===== config.mk =====
export PLATFORM = sky130hd
export DESIGN_NAME = mem_port_arbiter
export DESIGN_NICKNAME = d
export VERILOG_FILES = /design/src/rtl/mem_port_arbiter.sv
export SDC_FILE = /design/constraint.sdc
export NUM_CORES = 1
export LEC_CHECK = 0
export CORE_UTILIZATION = 30
export DETAILED_ROUTE_END_ITERATION = 10
export PLACE_DENSITY = 0.88
export SLEW_MARGIN = 10
export SYNTH_ARGS = -nofsm -noshare
export SYNTH_HDL_FRONTEND = slang
export SYNTH_SLANG_ARGS = --single-unit

===== constraint.sdc =====
create_clock -name clk_i -period 1.74 [get_ports clk_i]
set_input_delay 0.348 -clock clk_i [delete_from_list [all_inputs] [get_ports clk_i]]
set_output_delay 0.348 -clock clk_i [all_outputs]
set_load 0.03 [all_outputs]

===== src/rtl/mem_port_arbiter.sv =====
// mem_port_arbiter: shares one single-port memory between instruction fetch
// and load/store. One transaction is in flight at a time. Load/store normally
// wins contention, but fetch is promoted after STARVE_MAX consecutive losses.
// A branch flush while a fetch is outstanding drops that fetch's response.
module mem_port_arbiter #(
  parameter int MEM_LAT    = 2,
  parameter int STARVE_MAX = 3
) (
  input  logic        clk_i,
  input  logic        reset_i,
  input  logic        if_req_i,
  input  logic [31:0] if_addr_i,
  output logic        if_gnt_o,
  output logic [31:0] if_rdata_o,
  output logic        if_valid_o,
  input  logic        ls_req_i,
  input  logic        ls_we_i,
  input  logic [31:0] ls_addr_i,
  input  logic [31:0] ls_wdata_i,
  output logic        ls_gnt_o,
  output logic [31:0] ls_rdata_o,
  output logic        ls_valid_o,
  input  logic        flush_i,
  output logic        mem_en_o,
  output logic        mem_we_o,
  output logic [31:0] mem_addr_o,
  output logic [31:0] mem_wdata_o,
  input  logic [31:0] mem_rdata_i,
  output logic        if_stall_o,
  output logic        ls_stall_o
);

  localparam int LAT_W = (MEM_LAT > 1) ? $clog2(MEM_LAT) : 1;

  typedef enum logic {S_IDLE, S_BUSY} state_t;

  state_t             r_state;
  logic [2:0]         r_starve;
  logic [LAT_W-1:0]   r_lat;
  logic               r_owner_ls;
  logic               r_owner_we;
  logic               r_discard;
  logic               r_if_valid;
  logic               r_ls_valid;
  logic [31:0]        r_if_rdata;
  logic [31:0]        r_ls_rdata;

  logic w_if_eff;
  logic w_idle;
  logic w_starved;
  logic w_gnt_ls;
  logic w_gnt_if;
  logic w_last;

  // A fetch request raised alongside a flush belongs to the wrong path.
  assign w_if_eff  = if_req_i & ~flush_i;
  assign w_idle    = (r_state == S_IDLE);
  assign w_starved = (r_starve == 3'(STARVE_MAX));

  // Grants are combinational so a requester learns acceptance in its request cycle.
  assign w_gnt_ls = ~reset_i & w_idle & ls_req_i & ~(w_if_eff & w_starved);
  assign w_gnt_if = ~reset_i & w_idle & w_if_eff & ~w_gnt_ls;

  // Final busy cycle: memory data is valid now and is captured at this edge.
  assign w_last = (r_state == S_BUSY) & (r_lat == LAT_W'(MEM_LAT - 1));

  assign if_gnt_o    = w_gnt_if;
  assign ls_gnt_o    = w_gnt_ls;
  assign mem_en_o    = w_gnt_if | w_gnt_ls;
  assign mem_we_o    = w_gnt_ls & ls_we_i;
  assign mem_addr_o  = w_gnt_ls ? ls_addr_i : (w_gnt_if ? if_addr_i : 32'h0);
  assign mem_wdata_o = w_gnt_ls ? ls_wdata_i : 32'h0;

  assign if_valid_o  = r_if_valid;
  assign if_rdata_o  = r_if_rdata;
  assign ls_valid_o  = r_ls_valid;
  assign ls_rdata_o  = r_ls_rdata;

  // Execute is held until its own completion pulse, not just its grant.
  assign if_stall_o  = ~reset_i & if_req_i & ~w_gnt_if;
  assign ls_stall_o  = ~reset_i & ls_req_i & ~r_ls_valid;

  // Transaction sequencer, starvation counter and response registers.
  always_ff @(posedge clk_i) begin
    if (reset_i) begin
      r_state    <= S_IDLE;
      r_starve   <= 3'd0;
      r_lat      <= '0;
      r_owner_ls <= 1'b0;
      r_owner_we <= 1'b0;
      r_discard  <= 1'b0;
      r_if_valid <= 1'b0;
      r_ls_valid <= 1'b0;
      r_if_rdata <= 32'h0;
      r_ls_rdata <= 32'h0;
    end else begin
      r_if_valid <= 1'b0;
      r_ls_valid <= 1'b0;

      if (w_gnt_if) begin
        r_starve <= 3'd0;
      end else if (w_gnt_ls && w_if_eff && !w_starved) begin
        r_starve <= r_starve + 3'd1;
      end

      case (r_state)
        S_IDLE: begin
          if (w_gnt_ls || w_gnt_if) begin
            r_state    <= S_BUSY;
            r_lat      <= '0;
            r_owner_ls <= w_gnt_ls;
            r_owner_we <= w_gnt_ls & ls_we_i;
            r_discard  <= 1'b0;
          end
        end
        S_BUSY: begin
          r_lat <= r_lat + LAT_W'(1);
          if (!r_owner_ls && flush_i) begin
            r_discard <= 1'b1;
          end
          if (w_last) begin
            r_state <= S_IDLE;
            if (r_owner_ls) begin
              r_ls_valid <= 1'b1;
              r_ls_rdata <= r_owner_we ? 32'h0 : mem_rdata_i;
            end else if (!(r_discard || flush_i)) begin
              r_if_valid <= 1'b1;
              r_if_rdata <= mem_rdata_i;
            end
          end
        end
        default: r_state <= S_IDLE;
      endcase
    end
  end

endmodule


== Word-level counts from Yosys, hierarchy flattened ==
Index checks and enable logic that the tools add are counted.
W data, S select, Z words.

* Output and inout port bits: 136
* Word-level logic and storage cells: 66
* Register bits after elaboration: 74

* Add/subtract/negate cells: 2
* Muxes and demuxes: 13
* Reduce and logical (&&, ||, !) cells: 14
* Equal/unequal tests: 3
* Bitwise operators: 24

{| class="wikitable"
|+ Operators with widths
! operator !! count
|-
| $mux W32 || 4
|-
| $and A1 B1 Y1 || 13
|-
| $not A1 Y1 || 10
|-
| $mux W1 || 6
|-
| $pmux W1 S2 || 3
|-
| $ne A2 B1 Y1 const B || 2
|-
| $reduce_and A2 Y1 || 2
|-
| $reduce_and A4 Y1 || 1
|-
| $reduce_or A4 Y1 || 1
|-
| $add A3 B1 Y3 const B || 1
|-
| $eq A3 B2 Y1 const B || 1
|-
| $logic_and A1 B1 Y1 || 3
|-
| $reduce_and A3 Y1 || 1
|-
| $reduce_or A3 Y1 || 1
|-
| $logic_not A1 Y1 || 2
|-
| $logic_or A1 B1 Y1 || 2
|-
| $reduce_or A2 Y1 || 1
|-
| $add A1 B1 Y1 const B || 1
|-
| $or A1 B1 Y1 || 1
|}

== Depth between registers and ports, before layout ==
Gate-level depths: netlist of run 1.

* Word-level depth: 10
* Depth in mapped cells: 7
* Gate-level depth less buffers: 5

== Least setup slack after synthesis of run 1 ==
No wires, ideal clock.

* Path kind: reg2out
* Start point: register r_starve[0]
* End point: output port if_stall_o
* Buffers on the path: 1
* Slack: -520 ps
* Arrival time: 1912 ps
* Cell stages (with the launch flop): 7
* Cell sequence: dfxtp_1 ha_1 ha_1 nor2b_1 nor2_4 buf_4 nor3b_1

* Word-level cells in the longest chain between the ends: 8

{| class="wikitable"
|+ Ends and longest elaborated chain
! element !! RTL line !! source
|-
| start: declaration || 38 || <nowiki>logic [2:0] r_starve;</nowiki>
|-
| start signal: assignment || 103 || <nowiki>r_starve <= r_starve + 3'd1;</nowiki>
|-
| $eq A3 B2 Y1 || 58 || <nowiki>assign w_starved = (r_starve == 3'(STARVE_MAX));</nowiki>
|-
| $and A1 B1 Y1 || 61 || <nowiki>assign w_gnt_ls = ~reset_i & w_idle & ls_req_i & ~(w_if_eff & w_starved);</nowiki>
|-
| $not A1 Y1 || 61 ||
|-
| $and A1 B1 Y1 || 61 ||
|-
| $not A1 Y1 || 62 || <nowiki>assign w_gnt_if = ~reset_i & w_idle & w_if_eff & ~w_gnt_ls;</nowiki>
|-
| $and A1 B1 Y1 || 62 ||
|-
| named net if_gnt_o || 13 || <nowiki>output logic if_gnt_o,</nowiki>
|-
| $not A1 Y1 || 80 || <nowiki>assign if_stall_o = ~reset_i & if_req_i & ~w_gnt_if;</nowiki>
|-
| $and A1 B1 Y1 || 80 ||
|-
| end: declaration || 29 || <nowiki>output logic if_stall_o,</nowiki>
|}

The timed path passes the listed nets, and every way through them passes these cells.

== Worst setup path after layout of run 1 ==
* Start point: register r_starve[0]
* End point: output port mem_wdata_o[2]

* Word-level cells in the longest chain between the ends: 5

{| class="wikitable"
|+ Ends and longest elaborated chain
! element !! RTL line !! source
|-
| $eq A3 B2 Y1 || 58 ||
|-
| $and A1 B1 Y1 || 61 ||
|-
| $not A1 Y1 || 61 ||
|-
| $and A1 B1 Y1 || 61 ||
|-
| $mux W32 || 72 || <nowiki>assign mem_wdata_o = w_gnt_ls ? ls_wdata_i : 32'h0;</nowiki>
|-
| end: declaration || 27 || <nowiki>output logic [31:0] mem_wdata_o,</nowiki>
|}

No other way between the ends.

==> reports/qor.yml, run 1 <==
synth:
  yosys.area.top_type: "dfxtp_1"
  syn-instance-count: 337
  yosys-top-cells-area: "dfxtp_1 44%, a22o_1 17%, nand2b_1 13%"
  synth_edf_count: 0
  syn_area_um2: 3381
  yosys_warnings: 0
  synth_cell_types: 31
  synthArstFlopShare: 0
  synth-main-ff-cell: "dfxtp_1"
  yosysSeqAreaShare: 0.4382
  ys_ff_latch: 74
  synth_top_area_frac: 0.4382
  syn_area_per_cell_um2: 10.03
  synth.net_count: 473
timing:
  max_freq_mhz: 402.6
  finalClockSkew_ns: 0.005981
  report.final.setup_viol: 69
  slew_violations: 0
  fin_ws_ns: -0.7440
  hold_viol: 0
  period_share: 1.428
  maxSlewHeadroom: 0.6110
  rsz0062_at_grt: "true"
  min_period_ns: 2.484
  hold_ws_ns: 0.4723
  worstMarginPinSlew_ns: 0.5834
clock_tree:
  clkTransAtPathRegs_ns: 0.08
  tritoncts: "done"
  cts.sinks: 74
  worstSkewPairLatency_ns: 0.33
  cts_made_buffers: 9
  cts_hold_buf: 0
  htree_levels: 3
  cts-root-buf: "clkbuf_8"
  clockBufferDepth: 2
finish:
  layout-drive-gt1-share: 0.3227
  syn_to_final_growth_pct: 122.7
  ff_latch_area_um2: 1485
  fillers: 727
  nets: 760
  multi_input_area_um2: 2202
placed_design:
  gp_congestion: 0.8371
  portBuffers: 269
  dp_hpwl_mm: 9.816
  place_ws_ns: -0.7490
flow_run:
  drv_cap: 0
die:
  core_um2: 10890
  die_h_um: 108.2
  start_util: 0.3105
  io_pins: 270
  die_x_um: 108.2
  std_cell_rows: 38
  dieArea_um2: 11700
critical_path:
  critPathTopFamily: "buffers and inverters"
  critPathMaxStageDelay_ns: 0.34
  r2r_end: "r_owner_we$_SDFFE_PP0P_"
  r2r_cells: 8
  crit_type: "reg -> out"
  cp_max_fo: 6
  cpMaxStageDelayCell: "dfxtp_2"
  critPathBufInv: 6
  crit_chain: "ha_4, ha_4, buf_6, a211o_1, inv_4, buf_12, buf_12, clkbuf_16, and2_4, buf_6"
  worstPathArrival_ns: 2.14
  critPathLaunchType: "register"
  crit_required_ns: 1.39
  rr_startpoint: "r_starve[0]$_SDFFE_PP0P_"
  regToRegSetupSlack_ns: 0.11
  crit_path_end_kind: "primary output"
global_route:
  grt_pass1_wl_mm: 21.19
  grt_util_all_layers: 0.2396
  grt_max_degree: 76
  antenna_found_initial: 1
  grt_pass1_vias: 3846
  overflow: 0
drt:
  viasPerCell: 4.936
  final_antenna_net_count: 0
  dr.pass1.iters: 4
  via_count: 3801
  routed_wirelength_mm: 15.23
  drtIter0Drc: 166
  wl_per_cell_um: 19.78
  post-route-drc-count: 0
pwr:
  leakage_nw: 3.839
  p_per_area_nw_per_um2: 572.3
  ir_worst_vdd_mv: 0.4518
status:
  violations: "setup timing"
  status: "finished with violations"
hold_path:
  hold_end: "if_rdata_o[0]$_SDFFE_PP0P_"
  hp-start: "if_rdata_o[0]$_SDFFE_PP0P_"
  worstHoldPathType: "reg -> reg"
  holdPathStages: 2
cells in the mapped netlist (2+ instances only):
master	instances
mux2i_1	32
buf_2	4
or3_1	2
nor2_1	3
clkbuf_1	20
nor2b_1	3
buf_4	3
nand2_1	5
a31oi_1	2
buf_6	2
a22o_1	65
ha_1	2
a21oi_1	2
and2_1	33
dfxtp_1	74
nand2b_1	70
how the worst max path moves through the flow:
stage / from / end / slack (ns) / cells past startpoint
final: r_starve[0]$_SDFFE_PP0P_ / mem_wdata_o[2] / -0.74 / 10
after global routing: r_starve[1]$_SDFFE_PP0P_ / mem_wdata_o[2] / -0.82 / 10
after CTS: r_starve[0]$_SDFFE_PP0P_ / mem_addr_o[14] / -0.71 / 10
after detailed placement: flush_i / mem_addr_o[1] / -0.75 / 6
after global placement: flush_i / if_stall_o / -0.72 / 5
after floorplan: r_state$_SDFF_PP0_ / mem_addr_o[10] / -0.17 / 6
where the power goes:
part / leakage, nW / internal, W / switching [W]
clock: 0.0962 / 0.000672 / 0.000657
sequential: 0.598 / 0.00171 / 0.0000184
combinational: 3.14 / 0.000723 / 0.000526
total: 3.84 / 0.00311 / 0.00120
per-layer routing:
metal / up-vias / part of all wire / global-route usage
met2: 160 / 0.52 / 0.4445
met3: 29 / 0.090 / 0.08258
met1: 1849 / 0.37 / 0.2550
met5: - / 0 / 0
li1: 1763 / - / -
met4: 0 / 0.022 / 0.06556
logic make-up after synthesis:
group | after synthesis | share of synthesized area
compound gates | 75 | 0.1888
fa+ha+maj | 2 | 0.007401
buf+inv | 31 | 0.04367
simple gates | 123 | 0.2272
flops | 74 | 0.4382
mux | 32 | 0.09475
state kept, by name (all words and copies together) (netlist names):
name        flops
r_starve        3
r_owner_we      1
if_valid_o      1
ls_valid_o      1
r_lat           1
r_owner_ls      1
r_state         1
r_discard       1
if_rdata_o     32
ls_rdata_o     32
repair_timing:
item,4_1_cts,5_1_grt
cloned,4,3
setup endpoints to repair,81,112
resized for setup,99,46
buffers inserted,8,2
pin swaps,6,19
metrics by stage:
stage                     setup TNS (ns)  utilization  std cells  total power [W]  cell area (µm²)
after floorplan                   -8.828            -        337         0.002264             3815
after global placement            -43.34       0.6100        738         0.002822             6641
after detailed placement          -48.24       0.6100        738         0.002839             6641
after CTS                         -44.71       0.6736        766         0.004317             7335
after global routing              -51.99       0.6915        770         0.004462             7528
final                             -46.32       0.6915        770         0.004308             7528
layout make-up:
cell class / instances / share of cell area
timing repair buffer: 305 / 0.4587
multi-input combinational: 232 / 0.2925
sequential: 74 / 0.1973
tap: 140 / 0.02327
clock buffer: 9 / 0.01645
clock inverter: 7 / 0.01014
inverter: 2 / 0.001330
antenna: 1 / 0.0003324
worst reg2reg max path: stages, from the launching register on:
cell and delay [ns]:
dfxtp_2 0.34, ha_4 0.17, ha_4 0.16, buf_6 0.11
a211o_1 0.31, inv_4 0.11, buf_12 0.11, buf_6 0.14
a22o_1 0.14
cells in the final DEF, fill, tap and decap left out, types with 4 or more instances in the layout:
| cell type | synthesis | routed |
|---|---|---|
| a22o_1 | 65 | 33 |
| a22o_4 | 0 | 32 |
| and2_4 | 0 | 33 |
| buf_12 | 0 | 19 |
| buf_16 | 0 | 4 |
| buf_4 | 3 | 25 |
| buf_6 | 2 | 54 |
| clkbuf_8 | 0 | 9 |
| clkdlybuf4s50_1 | 0 | 141 |
| dfxtp_1 | 74 | 71 |
| dlygate4sd2_1 | 0 | 14 |
| dlymetal6s2s_1 | 0 | 43 |
| mux2i_1 | 32 | 32 |
| nand2_1 | 5 | 4 |
| nand2b_1 | 70 | 70 |
(Power assumes the default switching activity.)
==> run 2, diff against run 1 <==
--- a/config.mk
+++ b/config.mk
@@ -5,8 +5,10 @@
 export SDC_FILE = /design/constraint.sdc
 export NUM_CORES = 1
 export LEC_CHECK = 0
+export CORE_MARGIN = 4
 export CORE_UTILIZATION = 30
 export DETAILED_ROUTE_END_ITERATION = 10
+export HOLD_SLACK_MARGIN = 0.12
 export PLACE_DENSITY = 0.88
 export SLEW_MARGIN = 10
 export SYNTH_ARGS = -nofsm -noshare
==> reports/qor.yml, run 2 (synthesis gave the netlist of run 1 again) <==
status:
  status: "finished with violations"
  violations: "setup timing"
timing:
  min_period_ns: 2.436  # -0.04805 ns
  maxSlewHeadroom: 0.6953  # +0.08427
  hold_viol: 0  # unchanged
  period_share: 1.400  # -0.02762
  slew_violations: 0  # unchanged
  rsz0062_at_grt: "true"
  report.final.setup_viol: 70  # +1.4%
  fin_ws_ns: -0.6959  # +0.04805 ns
  finalClockSkew_ns: 0.004648  # -0.001333 ns
  worstMarginPinSlew_ns: 0.4570  # -0.1264 ns
  max_freq_mhz: 410.5  # +2.0%
pwr:
  p_per_area_nw_per_um2: 651.2  # +14%
  swShare: 0.2434  # -0.03557
  pwr-share-comb: 0.257  # -0.033
  internal_power_w: 0.003784  # +22%
  power.switching_w: 0.001217  # +1.3%
  ir_worst_vdd_mv: 0.5615  # +24%
  seqPwrFrac: 0.347  # -0.054
  clkPwrFrac: 0.397  # +0.088
  total_power_w: 0.005001  # +16%
  leakage_nw: 3.420  # -11%
drt:
  post-route-drc-count: 0  # unchanged
  viasPerCell: 5.003  # +1.3%
  drtIter0Drc: 157  # -5.4%
  final_antenna_net_count: 0  # unchanged
  via_count: 3857  # +1.5%
  wl_per_cell_um: 21.75  # +9.9%
  dr.pass1.iters: 4  # unchanged
  routed_wirelength_mm: 16.77  # +10%
global_route:
  grt_util_all_layers: 0.2440  # +0.004385
  antenna_found_initial: 2  # +1
  grt_pass1_vias: 4148  # +7.9%
  grt_max_degree: 63  # -17%
  grt_pass1_wl_mm: 24.37  # +15%
  overflow: 0  # unchanged
die:
  std_cell_rows: 38  # unchanged
  die_h_um: 114.2  # +5.5%
  start_util: 0.3092  # -0.001350
  die_x_um: 114.2  # +5.5%
  io_pins: 270  # unchanged
  dieArea_um2: 13030  # +11%
  core_um2: 10940  # +0.44%
clock_tree:
  clkTransAtPathRegs_ns: 0.05  # -0.03 ns
  tritoncts: "done"
  clockBufferDepth: 2  # unchanged
  cts.sinks: 74  # unchanged
  worstSkewPairLatency_ns: 0.33  # about the same
  cts_made_buffers: 9  # unchanged
  htree_levels: 3  # unchanged
  cts_hold_buf: 0  # unchanged
  cts-root-buf: "clkbuf_16"
finish:
  nets: 761  # +0.13%
  final_cells: 771  # +0.13%
  layout-drive-gt1-share: 0.3196  # -0.003180
  final_common_cell: "clkdlybuf4s50_1"
  layout_common_cells: "174 x clkdlybuf4s50_1, 71 x dfxtp_1, 70 x nand2b_1, 53 x buf_6"
  syn_to_final_growth_pct: 127.2
  final_core_util: 0.7023  # +0.01084
  stdcell_area_um2: 7680  # +2.0%
placed_design:
  dp_hpwl_mm: 11.08  # +13%
  dpl-instance-area_um2: 6756  # +1.7%
  placed_cells: 740  # +0.27%
  portBuffers: 269  # unchanged
  gp_congestion: 0.9175  # +9.6%
flow_run:
  drv_cap: 0  # unchanged
critical_path:
  cpMaxStageDelayCell: "dfxtp_2"
  critPathMaxStageDelay_ns: 0.34  # about the same
  critPathTopFamily: "buffers and inverters"
  crit_required_ns: 1.39  # about the same
  critPathLaunchType: "register"
  worstPathArrival_ns: 2.09  # -0.05 ns
  crit_path_end_kind: "primary output"
  critPathBufInv: 5  # -1
  crit_type: "reg -> out"
  crit_chain: "ha_4, ha_4, buf_6, a211o_1, inv_2, buf_12, buf_16, and2_4, buf_6"
  cp_max_fo: 13  # +7
hold_path:
  worstHoldPathType: "in -> reg"
-- run 2: changes by cell type in the layout (fill, tap and decap cells not counted), moves of 6 or more --
cell,change
buf_12,+6
buf_4,-6
clkbuf_16,+8
clkbuf_8,-7
clkdlybuf4s50_1,+33
dlygate4sd2_1,-8
dlymetal6s2s_1,-25
-- run 2: worst paths after layout --
| path | cells after the start | startpoint | end | slack, ns |
|---|---|---|---|---|
| worst max-delay path | 9 | r_starve[1]$_SDFFE_PP0P_ | mem_wdata_o[3] | -0.70 |
| worst min-delay path | 3 | reset_i | r_state$_SDFF_PP0_ | 0.41 |
| worst max register to register | 9 | r_starve[1]$_SDFFE_PP0P_ | r_owner_we$_SDFFE_PP0P_ | -0.03 |
| worst min register to register | 2 | if_rdata_o[31]$_SDFFE_PP0P_ | if_rdata_o[31]$_SDFFE_PP0P_ | 0.47 |
-- run 2: metrics by stage --
stage | setup slack, ns | hold WS [ns] | TNS, ns
after floorplan | -0.1677 | 0.4363 | -8.828
after global placement | -0.7295 | 0.4428 | -44.50
after detailed placement | -0.7334 | 0.4572 | -46.24
after CTS | -0.6654 | 0.3875 | -42.56
after global routing | -0.7551 | 0.4062 | -49.02
final | -0.6959 | 0.4121 | -45.23
-- run 2: per-layer routing --
| metal | track usage | part of all wire |
|---|---|---|
| met2 | 0.4301 | 0.53 |
| met5 | 0 | 0 |
| met4 | 0.1283 | 0.039 |
| met1 | 0.2528 | 0.34 |
| met3 | 0.08774 | 0.090 |
-- run 2: area by class of cell --
cell class	instances	area (µm²)
diodes	2	5.005
clock buffers	13	260.3
clock inverters	2	60.06
fillers	720	3256
inverters	2	7.507
multi-input cells	232	2197
flip-flops and latches	74	1485
well taps	140	175.2
repair buffers	306	3490
-- run 2: timing repair --
| item | in CTS | in global routing |
|---|---|---|
| buffers inserted | 8 | 3 |
| endpoints found under the hold margin | 0 | 0 |
| pin swaps | 8 | 17 |
| gates resized for setup | 88 | 27 |
| cloned | 5 | 2 |
| setup endpoints to repair | 73 | 89 |
-- run 2: power groups by stage --
stage | logic [W] | clock network, W | registers (W)
global route | 0.00133 | 0.00211 | 0.00174
finish | 0.00128 | 0.00198 | 0.00173
global placement | 0.00109 | 0 | 0.00177
CTS | 0.00124 | 0.00203 | 0.00173
detailed placement | 0.00111 | 0 | 0.00177
floorplan | 0.000485 | 0 | 0.00178
-- run 2: worst min-delay path, stage by stage --
cell,delay (ns)
buf_2,0.13
buf_4,0.16
a31oi_1,0.05
==> RTL change (config.mk and constraints of run 1) <==
Reset style: asynchronous (`reset_i`), changed in one clocked block.
--- a/src/rtl/mem_port_arbiter.sv
+++ b/src/rtl/mem_port_arbiter.sv
@@ -81,7 +81,7 @@
   assign ls_stall_o  = ~reset_i & ls_req_i & ~r_ls_valid;
 
   // Transaction sequencer, starvation counter and response registers.
-  always_ff @(posedge clk_i) begin
+  always_ff @(posedge clk_i or posedge reset_i) begin
     if (reset_i) begin
       r_state    <= S_IDLE;
       r_starve   <= 3'd0;
Formal check against the unedited RTL: differs if reset_i is asserted again (counterexample within 4 cycles, from zero or initial values and one cycle with reset_i high); with reset_i held inactive, the same outputs for 10 cycles.
==> RTL change against run 1 <==
Global-route usage rose by 2.6 points. Routed wire length rose by 8.0%. Critical path type unchanged. Die area rose by 4.9%. Fmax rose by 5.4%. The run still ends with negative setup slack left. Area after synthesis increased by 5.0%. Design area is 6.9% higher. Hold slack lost 0.13 ns. Critical endpoint is now mem_wdata_o[22]. Worst setup slack improved by 0.13 ns. Highest routed layer is now met5. Sequential cell count did not move. Clock skew grew 0.0033 ns. Critical path depth shrank 1.
Power is not compared: it rests on default switching activity, and its combinational part moved more than twofold at a synthesized area within 25%.
==> RTL change: results (changes against run 1) <==
metric,value,unit,change
metal3 WL,1430,um,+3.4%
largest stage delay on the critical path,0.39,ns,+0.05 ns
setup ws final,-0.616,ns,+0.128 ns
Seq/total area,23.0,%,+3.3 points
critical-path maximum fanout,7,,+1
Rel. slew slack,74.5,%,+13 points
Post-Route M1 WL,6400,um,+15%
Logic inverters,7,,+5
1st-iter DRT viols,146,,-12%
failing checks,negative setup slack,,
via/cell ratio,4.85,,-1.7%
final hold slack,0.339,ns,-0.133 ns
status,finished with violations,,
Multi-Input Combinational,225,,-3.0%
Post-synth top cells,"dfrtp_1 (74), nand2_1 (39), o21ai_0 (35)",,
pre-CTS WS,-0.830,ns,-0.0811 ns
Tot GR Track Use,26.5,%,+2.6 points
multiplexer area fraction after synthesis,10.4,%,+0.96 points
DPL Wire Length,11700,um,+19%
met3 usage,9.13,%,+0.87 points
pin count of the biggest net entering global routing,66,,-13%
Post-synth ARST share,100,%,+100 points
"non-filler cells, final",773,,+0.39%
clock network area share,3.92,%,+1.3 points
fraction of area in multi-input gates,24.5,%,-4.7 points
DR top layer,met5,,
sequential share of the synthesized area,52.2,%,+8.3 points
area occupied by multi-input gates,0.00198,mm2,-10%
"Setup violations, final",68,,-1.4%
vias in the first global route,4021,,+4.6%
Post-Synth Adder-Cell Area,0.705,%,-0.035 points
-- RTL change: cell count changes in the layout (fill, tap and decap cells not counted), moves of 12 or more --
cell	before	now
nand2b_1	70	34
dfxtp_1	71	0
mux2_2	0	32
o21ai_0	1	35
clkdlybuf4s50_1	141	153
mux2i_1	32	1
nand2_1	4	39
buf_12	19	39
dfrtp_1	0	74
a22o_1	33	0
-- RTL change: power by group through the flow --
stage / Combinational, W / Clock [W] / Sequential, W
floorplan: 0.00174 / 0 / 0.00426
global placement: 0.00567 / 0 / 0.00289
detailed placement: 0.00578 / 0 / 0.00295
CTS: 0.00623 / 0.00201 / 0.00292
global route: 0.00645 / 0.00208 / 0.00298
finish: 0.00613 / 0.00197 / 0.00290
-- RTL change: what timing repair did --
item                                   in CTS  in global routing
setup endpoints to repair                  75                106
setup buffers                              10                  4
pin swaps                                   7                 20
endpoints found under the hold margin       0                  0
cloned                                      8                  1
resized for setup                         106                 54
